===== src/rtl/des_bridge_pkg.sv =====
// Shared types and sizing helpers for the DES serial pad bridge.
// DES_BRIDGE_CHECK_PARAMS rejects bus widths that do not evenly split the block and key.
package des_bridge_pkg;

   typedef enum logic [2:0] {
      IDLE,
      LOAD,
      START,
      WAIT,
      UNLOAD
   } state_t;

   function automatic int text_beats(input int block_w, input int bus_w);
      return block_w / bus_w;
   endfunction

   function automatic int key_beats(input int key_w, input int bus_w);
      return key_w / bus_w;
   endfunction

   function automatic int result_beats(input int block_w, input int bus_w);
      return block_w / bus_w;
   endfunction

   function automatic int cnt_width(input int tb, input int kb);
      return $clog2(tb + kb + 1);
   endfunction

endpackage

`define DES_BRIDGE_CHECK_PARAMS(BUS, BLK, KEY) \
   if ((((BLK) % (BUS)) != 0) || (((KEY) % (BUS)) != 0)) begin : g_param_check \
      $error("des_serial_bridge: BUS_W must divide BLOCK_W and KEY_W"); \
   end


===== src/rtl/des_serial_bridge_sync_edge.sv =====
// Multi-flop synchroniser for an asynchronous pad level.
// It produces the synchronised level and a one-cycle rising-edge pulse.
module sync_edge #(
   parameter int SYNC_STAGES = 2
) (
   input  logic clk,
   input  logic reset_n,
   input  logic async_in,
   output logic level,
   output logic rise
);

   if (SYNC_STAGES < 2) begin : g_stage_check
      $error("sync_edge: SYNC_STAGES must be at least 2");
   end

   logic [SYNC_STAGES-1:0] sync_q;
   logic                   prev_q;

   always_ff @(posedge clk or negedge reset_n) begin
      if (!reset_n) begin
         sync_q <= '0;
         prev_q <= 1'b0;
      end else begin
         sync_q <= {sync_q[SYNC_STAGES-2:0], async_in};
         prev_q <= sync_q[SYNC_STAGES-1];
      end
   end

   assign level = sync_q[SYNC_STAGES-1];
   assign rise  = level & ~prev_q;

endmodule


===== src/rtl/des_serial_bridge.sv =====
// Handshaked byte/word-serial front end for the DES core: loads text+key, starts the core, streams the result.
// Build option DES_BRIDGE_TIMEOUT_EN adds an idle timeout that aborts partial frames.
module des_serial_bridge
   import des_bridge_pkg::*;
#(
   parameter int BUS_W       = 8,
   parameter int BLOCK_W     = 64,
   parameter int KEY_W       = 64,
   parameter int SYNC_STAGES = 2,
   parameter int TIMEOUT_CYC = 1024
) (
   input  logic               clk,
   input  logic               reset_n,
   input  logic               rx_req,
   input  logic [BUS_W-1:0]   rx_data,
   input  logic               rx_mode,
   output logic               rx_ack,
   output logic [BUS_W-1:0]   tx_data,
   output logic               tx_valid,
   input  logic               tx_ack,
   output logic [BLOCK_W-1:0] core_text,
   output logic [KEY_W-1:0]   core_key,
   output logic               core_start,
   output logic               core_encrypt,
   input  logic               core_dv,
   input  logic [BLOCK_W-1:0] core_result,
   output logic               busy,
   output logic               err_timeout
);

   `DES_BRIDGE_CHECK_PARAMS(BUS_W, BLOCK_W, KEY_W)

   if (TIMEOUT_CYC < 1) begin : g_timeout_check
      $error("des_serial_bridge: TIMEOUT_CYC must be at least 1");
   end

   localparam int TB = text_beats(BLOCK_W, BUS_W);
   localparam int KB = key_beats(KEY_W, BUS_W);
   localparam int RB = result_beats(BLOCK_W, BUS_W);
   localparam int CW = cnt_width(TB, KB);
   localparam logic [CW-1:0] LAST_SLOT = CW'(TB + KB - 1);
   localparam logic [CW-1:0] LAST_TX   = CW'(RB - 1);

   state_t             state, state_next;
   logic [CW-1:0]      cnt;
   logic [BLOCK_W-1:0] text_q;
   logic [KEY_W-1:0]   key_q;
   logic [BLOCK_W-1:0] result_q;
   logic               encrypt_q;
   logic               rx_level, rx_rise;
   logic               tx_rise, tx_level_unused;
   logic               loading, abort;

   sync_edge #(.SYNC_STAGES(SYNC_STAGES)) u_rx_sync (
      .clk      (clk),
      .reset_n  (reset_n),
      .async_in (rx_req),
      .level    (rx_level),
      .rise     (rx_rise)
   );

   sync_edge #(.SYNC_STAGES(SYNC_STAGES)) u_tx_sync (
      .clk      (clk),
      .reset_n  (reset_n),
      .async_in (tx_ack),
      .level    (tx_level_unused),
      .rise     (tx_rise)
   );

   assign loading = (state == IDLE) || (state == LOAD);

`ifdef DES_BRIDGE_TIMEOUT_EN
   localparam int IW = $clog2(TIMEOUT_CYC + 1);

   logic [IW-1:0] idle_cnt;
   logic          err_q;

   assign abort = (state == LOAD) && !rx_rise && (idle_cnt == IW'(TIMEOUT_CYC - 1));

   // Idle cycles since the last accepted beat; the error flag is cleared by the next accepted beat.
   always_ff @(posedge clk or negedge reset_n) begin
      if (!reset_n) begin
         idle_cnt <= '0;
         err_q    <= 1'b0;
      end else if (loading && rx_rise) begin
         idle_cnt <= '0;
         err_q    <= 1'b0;
      end else if (abort) begin
         idle_cnt <= '0;
         err_q    <= 1'b1;
      end else if (state == LOAD) begin
         idle_cnt <= idle_cnt + IW'(1);
      end else begin
         idle_cnt <= '0;
      end
   end

   assign err_timeout = err_q;
`else
   assign abort       = 1'b0;
   assign err_timeout = 1'b0;
`endif

   always_ff @(posedge clk or negedge reset_n) begin
      if (!reset_n) state <= IDLE;
      else          state <= state_next;
   end

   always_comb begin
      state_next = state;
      core_start = 1'b0;
      case (state)
         IDLE: begin
            if (rx_rise) state_next = (cnt == LAST_SLOT) ? START : LOAD;
         end
         LOAD: begin
            if (rx_rise)    state_next = (cnt == LAST_SLOT) ? START : LOAD;
            else if (abort) state_next = IDLE;
         end
         START: begin
            core_start = 1'b1;
            state_next = WAIT;
         end
         WAIT: begin
            if (core_dv) state_next = UNLOAD;
         end
         UNLOAD: begin
            if (tx_rise && (cnt == LAST_TX)) state_next = IDLE;
         end
         default: state_next = IDLE;
      endcase
   end

   // One counter serves as the rx slot index while loading and the tx beat index while unloading.
   always_ff @(posedge clk or negedge reset_n) begin
      if (!reset_n) begin
         cnt       <= '0;
         text_q    <= '0;
         key_q     <= '0;
         result_q  <= '0;
         encrypt_q <= 1'b0;
      end else begin
         case (state)
            IDLE, LOAD: begin
               if (rx_rise) begin
                  for (int i = 0; i < TB; i++) begin
                     if (cnt == CW'(i)) text_q[i*BUS_W +: BUS_W] <= rx_data;
                  end
                  for (int i = 0; i < KB; i++) begin
                     if (cnt == CW'(TB + i)) key_q[i*BUS_W +: BUS_W] <= rx_data;
                  end
                  if (cnt == LAST_SLOT) begin
                     cnt       <= '0;
                     encrypt_q <= rx_mode;
                  end else begin
                     cnt <= cnt + CW'(1);
                  end
               end else if (abort) begin
                  cnt <= '0;
               end
            end
            WAIT: begin
               if (core_dv) begin
                  result_q <= core_result;
                  cnt      <= '0;
               end
            end
            UNLOAD: begin
               if (tx_rise) begin
                  result_q <= result_q >> BUS_W;
                  cnt      <= (cnt == LAST_TX) ? '0 : cnt + CW'(1);
               end
            end
            default: ;
         endcase
      end
   end

   assign rx_ack       = rx_level & loading;
   assign tx_data      = result_q[BUS_W-1:0];
   assign tx_valid     = (state == UNLOAD);
   assign busy         = (state != IDLE);
   assign core_text    = text_q;
   assign core_key     = key_q;
   assign core_encrypt = encrypt_q;

endmodule


===== config.mk =====
export PLATFORM = sky130hd
export DESIGN_NAME = des_serial_bridge
export DESIGN_NICKNAME = d
export VERILOG_FILES = /design/src/rtl/des_bridge_pkg.sv /design/src/rtl/des_serial_bridge_sync_edge.sv /design/src/rtl/des_serial_bridge.sv
export SDC_FILE = /design/constraint.sdc
export NUM_CORES = 1
export LEC_CHECK = 0
export ABC_AREA = 1
export BUFFER_PORTS_ARGS = -buffer_cell sky130_fd_sc_hd__buf_2
export CORE_MARGIN = 4
export CORE_UTILIZATION = 48
export CTS_CLUSTER_SIZE = 30
export DETAILED_ROUTE_END_ITERATION = 6
export GPL_TIMING_DRIVEN = 0
export PLACE_DENSITY = 0.76
export SKIP_CTS_REPAIR_TIMING = 1
export SYNTH_ARGS = -nofsm -noshare
export SYNTH_HDL_FRONTEND = slang
export SYNTH_SLANG_ARGS = --single-unit

===== constraint.sdc =====
create_clock -name clk -period 1.5 [get_ports clk]
set_input_delay 0.15 -clock clk [delete_from_list [all_inputs] [get_ports clk]]
set_output_delay 0.15 -clock clk [all_outputs]
set_load 0.02 [all_outputs]

-- After elaboration in Yosys (flattened, before gate mapping)
Index checks and enable logic that the tools add are counted.
- register bits after elaboration: 207
- word-level logic and storage cells: 95
- output and inout port bits: 142
- input bits: 78
- $add $sub $neg: 1
- mux-type cells: 15
- reduce and logical (&&, ||, !) cells: 27
- bitwise gates (word level): 5
- equality and inequality tests: 23
- operators by type and width (kind ; number):
    $mux W64 ; 2
    $pmux W64 S2 ; 1
    $reduce_and A3 Y1 ; 18
    $eq A5 B4 Y1 const B ; 8
    $mux W5 ; 5
    $eq A5 B3 Y1 const B ; 4
    $pmux W5 S3 ; 1
    $pmux W3 S4 ; 1
    $eq A5 B2 Y1 const B ; 2
    $mux W3 ; 3
    $eq A3 B2 Y1 const B ; 2
    $ne A2 B1 Y1 const B ; 3
    $reduce_bool A3 Y1 ; 2
    $add A5 B1 Y5 const B ; 1
    $eq A5 B1 Y1 const B ; 1
    $logic_not A5 Y1 ; 1
    $reduce_and A4 Y1 ; 1
    $and A1 B1 Y1 ; 3
    $eq A3 B1 Y1 const B ; 1
    $eq A3 B3 Y1 const B ; 1
    $logic_not A3 Y1 ; 1
    $mux W2 ; 1
    $ne A2 B2 Y1 const B ; 1
    $not A1 Y1 ; 2
    5 further kinds ; 5

-- Longest topological paths before layout
- word-level depth: 5
- depth in mapped cells: 9

-- Cells and area by module
Synthesis repeated with hierarchy kept, for this count alone.
- cells, all modules: 983
- area total of the unflattened synthesis: 8972.4 µm²
- modules (own cells, without submodules) (module ; cells an instance ; times used ; area an instance (µm²)):
    des_serial_bridge ; 973 ; 1 ; 8802.2
    sync_edge ; 5 ; 2 ; 85.1

-- Worst setup path before layout
No wires, ideal clock.
- kind: register to register
- start: register cnt[0]
- end: register key_q[63], in the netlist core_key[63]
- library setup time: 133 ps
- buffers on the path: 1
- cell stages (with the launch flop): 10
- setup slack: -82 ps
- arrival: 1449 ps
- data required time: 1367 ps
- period minus slack after synthesis: 1582 ps
- path through: dfrtp_1 > ha_1 > inv_1 > nor2_1 > nand2_1 > inv_1 > nand2_1 > buf_2 > nand2_1 > o21ai_0
- word-level cells in the longest chain between the ends: 2
- ends and longest elaborated chain (element ; line ; text):
    start, declared ; des_serial_bridge.sv:45 ; logic [CW-1:0] cnt;
    start signal, assigned ; des_serial_bridge.sv:156 ; cnt <= cnt + CW'(1);
    start signal, assigned ; des_serial_bridge.sv:171 ; cnt <= (cnt == LAST_TX) ? '0 : cnt + CW'(1);
    $eq A5 B4 Y1 ; des_serial_bridge.sv:150 ; if (cnt == CW'(TB + i)) key_q[i*BUS_W +: BUS_W] <= rx_data;
    $reduce_and A3 Y1 (no source line) ; n/a ;
    end signal, assigned by index ; des_serial_bridge.sv:150 ;
    end, declared ; des_serial_bridge.sv:47 ; logic [KEY_W-1:0] key_q;
Every way passes these cells.
A chain may end at the register's enable or synchronous reset.

-- Worst setup path after layout
- start: register state[0]
- end: output tx_valid
- word-level cells in the longest chain between the ends: 1
- ends and longest elaborated chain (element ; line ; text):
    start, declared ; des_serial_bridge.sv:44 ; state_t state, state_next;
    start signal, assigned ; des_serial_bridge.sv:106 ; else state <= state_next;
    $eq A3 B3 Y1 ; des_serial_bridge.sv:181 ; assign tx_valid = (state == UNLOAD);
    end, declared ; des_serial_bridge.sv:19 ; output logic tx_valid,
Every way passes these cells.

==> metrics.md <==
| Metric | Value |
|---|---|
| Hold Crit Class | `input port to register` |
| Core ar. | `roughly 0.018 mm2` |
| Tot GR Track Use | `23.0%` |
| Setup violators final | `204` |
| Synthesized area | `approximately 0.0090 mm2` |
| Initial antenna violation count | `0` |
| Worst rel slew slack | `45.9%` |
| Die footprint | `0.0211 mm2` |
| I/O pin cnt | `220` |
| # nets final | `1,461` |
| Grt met1 use | `between 20 and 30%` |
| Pwr per Cell Area | `between 1500 and 2000 mW/mm2` |
| CP Class | `register to output pin` |
| Rows | `roughly 50` |
| Clock power frac | `approximately 25%` |
| Peak VDD IR | `between 1 and 1.5 mV` |
| Via Count | `8,419` |
| CP Max Fanout | `6` |
| Die X | `about 150 um` |
| Synth-to-layout area growth | `39.6%` |
| Post-route DRC | `0` |
| Register bit total from synthesis | `approximately 210` |
| Largest net degree at the start of global routing | `between 80 and 90` |
| RSZ-0062 raised after global routing | `true` |
| CTS tree | `yes` |
| M2 GR Usage | `between 30% and 40%` |
| Worst reg2reg path depth | `9` |
| Layout cells sized above 1 | `a little over a third` |
| Hold path depth | `5` |
| Syn_area_per_cell | `~8.5 um2` |
| YS warnings | `0` |
| Pre-antenna DRT Iters | `5` |
| P_sw | `8.55 mW` |
| Sw frac | `between 30% and 40%` |
| Clk buf depth | `3` |
| GR peak layer | `met2` |
| Synth area leaders | `dfrtp_1 57%, nand2_1 21%, o21ai_0 7.2%` |
| Clk sink count | `about 210` |
| Synth Flop Type | `dfrtp_1` |
| # Max-Cap Violations | `0` |
| Final WL | `approximately 27,000 um` |
| Die height | `roughly 150 um` |
| # fillers | `1,371` |
| Fin. max-slew vios | `0` |
| GR Overflow Total | `0` |
| Placer Congestion | `about 0.90` |
| Dpl cell area | `between 0.01 and 0.015 mm2` |
| Post-synth ARST share | `100%` |
| Critical Path End Type | `output pin` |
| Endpoints failing hold | `15` |
| Number of global-route vias before repair | `between 7,000 and 8,000` |
| Crit start category | `register` |
| Routed len/inst | `~17 um` |
| Sequential fraction of design power | `40.0%` |
| Iter 0 DRT Violations | `between 500 and 600` |
| CP arrival | `1.59 ns` |
| Initial core utilization | `between 40% and 50%` |
| Hold Slack | `-0.0270 ns` |
| Measured slew at the worst slew-check pin | `~0.81 ns` |
| Max frequency | `about 570 MHz` |
| Logic pwr share | `35.4%` |
| Clock skew | `0.0129 ns` |
| CP required | `around 1.4 ns` |
| Syn_nets | `roughly 1,100` |
| Routed vias/inst | `~5.2` |
| Count leader, synth | `nand2_1` |
| Cell taking the most area after synthesis | `dfrtp_1` |
| Dpl ws | `-0.355 ns` |
| # diodes | `0` |
| Crit path time final | `1.74 ns` |
| Area share of the largest cell type after synthesis | `a little under three fifths` |
| Root Driver | `clkbuf_16` |
| CTS clk-pin slew, worst paths | `roughly 0.060 ns` |
| Post-Syn Instances | `1,063` |
| Setup ws final | `-0.243 ns` |
| Port Buf Inserts | `around 220` |
| CTS Buf Count | `22` |
| Leak | `~6.6 nW` |
| DP HPWL | `between 15,000 and 20,000 um` |
| Commonest cells in the synthesized netlist | `499 x nand2_1, 207 x dfrtp_1, 130 x o21ai_0, 71 x nand3_1, 26 x inv_1` |
| # H-tree levels | `1` |
| Clk Latency, worst-skew pair | `~0.5 ns` |
| Crit share post-route | `116%` |
| DRT antenna net count | `0` |
| Unique masters post-synth | `31` |
| P_int | `~14 mW` |
| Sequential share of the synthesized area | `between 50% and 60%` |
| Number of synthesized flops with an enable pin | `0` |
| First-pass GRT wire length | `40,400 um` |
| Final Instance Area | `about 0.013 mm2` |
| Failing checks | `hold timing, setup timing` |
| Met3 Use GR | `6.83%` |
| Status | `finished, violations left` |
==> state kept, by name, indices dropped and copies added, names as in the netlist, 2 cells and up <==
register / count
cnt: 5
core_key: 64
core_text: 64
result_q: 64
state: 3
u_rx_sync.sync_q: 2
u_tx_sync.sync_q: 2
==> layout make-up <==
| cell class | count | area, um2 | share of cell area (%) |
|---|---|---|---|
| Sequential cell | 207 | 5190 | 41.1 |
| Multi-Input combinational cell | 762 | 3870 | 30.6 |
| Timing Repair Buffer | 291 | 1860 | 14.7 |
| Clock buffer | 37 | 698 | 5.53 |
| Buffer | 65 | 546 | 4.32 |
| Tap cell | 229 | 287 | 2.27 |
| Inverter | 29 | 139 | 1.10 |
| Clock inverter | 2 | 37.5 | 0.297 |
==> path summary, 6_finish.rpt <==
path / from / endpoint / slack (ns)
worst max-delay path: state[0] / tx_valid / -0.24
worst min-delay path: core_result[51] / result_q[51] / -0.03
worst max register to register: state[2] / core_text[28] / -0.23
worst min register to register: u_tx_sync.sync_q[0] / u_tx_sync.sync_q[1] / 0.35
max in group asynchronous: reset_n / state[2] / 0.22
min in group asynchronous: reset_n / result_q[34] / 0.15
==> cell families (layout without fill, tap and decap cells) <==
| family | Yosys count | count (layout) | synth area share [%] |
|---|---|---|---|
| flip-flops | 207 | 207 | 57.3 |
| AO/OA/AOI/OAI | 146 | 146 | 8.14 |
| buffers and inverters | 95 | 424 | 6.03 |
| XOR/XNOR | 2 | 2 | 0.194 |
| other | 1 | 1 | 0.0415 |
| AND/OR/NAND/NOR | 607 | 608 | 27.6 |
| adder cells (fa/ha/maj) | 5 | 5 | 0.692 |
==> cell usage in the layout, fill, tap and decap left out, types with 2 or more instances in the layout <==
cell,count
clkinvlp_4,3
nor2_1,4
o21ai_2,43
nand2_8,2
o21ai_1,53
dfrtp_2,7
nor2_2,2
inv_2,5
ha_2,3
nand3_2,6
nand2_4,13
dfrtp_1,200
nand3_4,8
clkbuf_4,8
o21ai_0,47
clkbuf_16,25
clkbuf_8,7
nor3_4,6
buf_2,223
dlygate4sd3_1,24
inv_4,2
nand3_1,58
buf_16,2
buf_12,5
clkbuf_1,19
buf_4,44
nor3_2,5
nor2_4,8
nand2_2,22
nand2_1,472
inv_1,18
buf_6,35
==> worst max-delay path: stages, from the launching register on <==
cell and delay [ns]:
dfrtp_2 0.45, nor2_4 0.18, nand2_4 0.09, clkinvlp_4 0.12, buf_6 0.13, buf_6 0.11
==> routing by layer <==
layer / routed length, um / vias up
li1: - / 4026
met1: 10900 / 4037
met2: 13500 / 301
met3: 2270 / 55
met4: 653 / 0
met5: 0 / -
==> per-stage QoR <==
stage | std cells | setup TNS [ns] | power, mW | utilization [%]
4_1_cts | 1551 | -52.40 | 21.2 | 61.5
2_1_floorplan | 1063 | -0.0471 | 12.8 | -
6_report | 1622 | -24.64 | 22.3 | 69.1
5_1_grt | 1622 | -39.81 | 23.5 | 69.1
3_3_place_gp | 1510 | -694.43 | 15.4 | 57.1
3_5_place_dp | 1512 | -45.01 | 15.7 | 57.5
==> power groups by stage <==
stage | sequential [mW] | clock (mW) | combinational, mW
floorplan | 10.5 | 0 | 2.31
global placement | 8.75 | 0 | 6.69
detailed placement | 8.79 | 0 | 6.90
CTS | 8.75 | 5.55 | 6.92
global route | 9.12 | 5.82 | 8.60
finish | 8.91 | 5.48 | 7.90
Note: power is estimated with default switching activity, not from simulation.
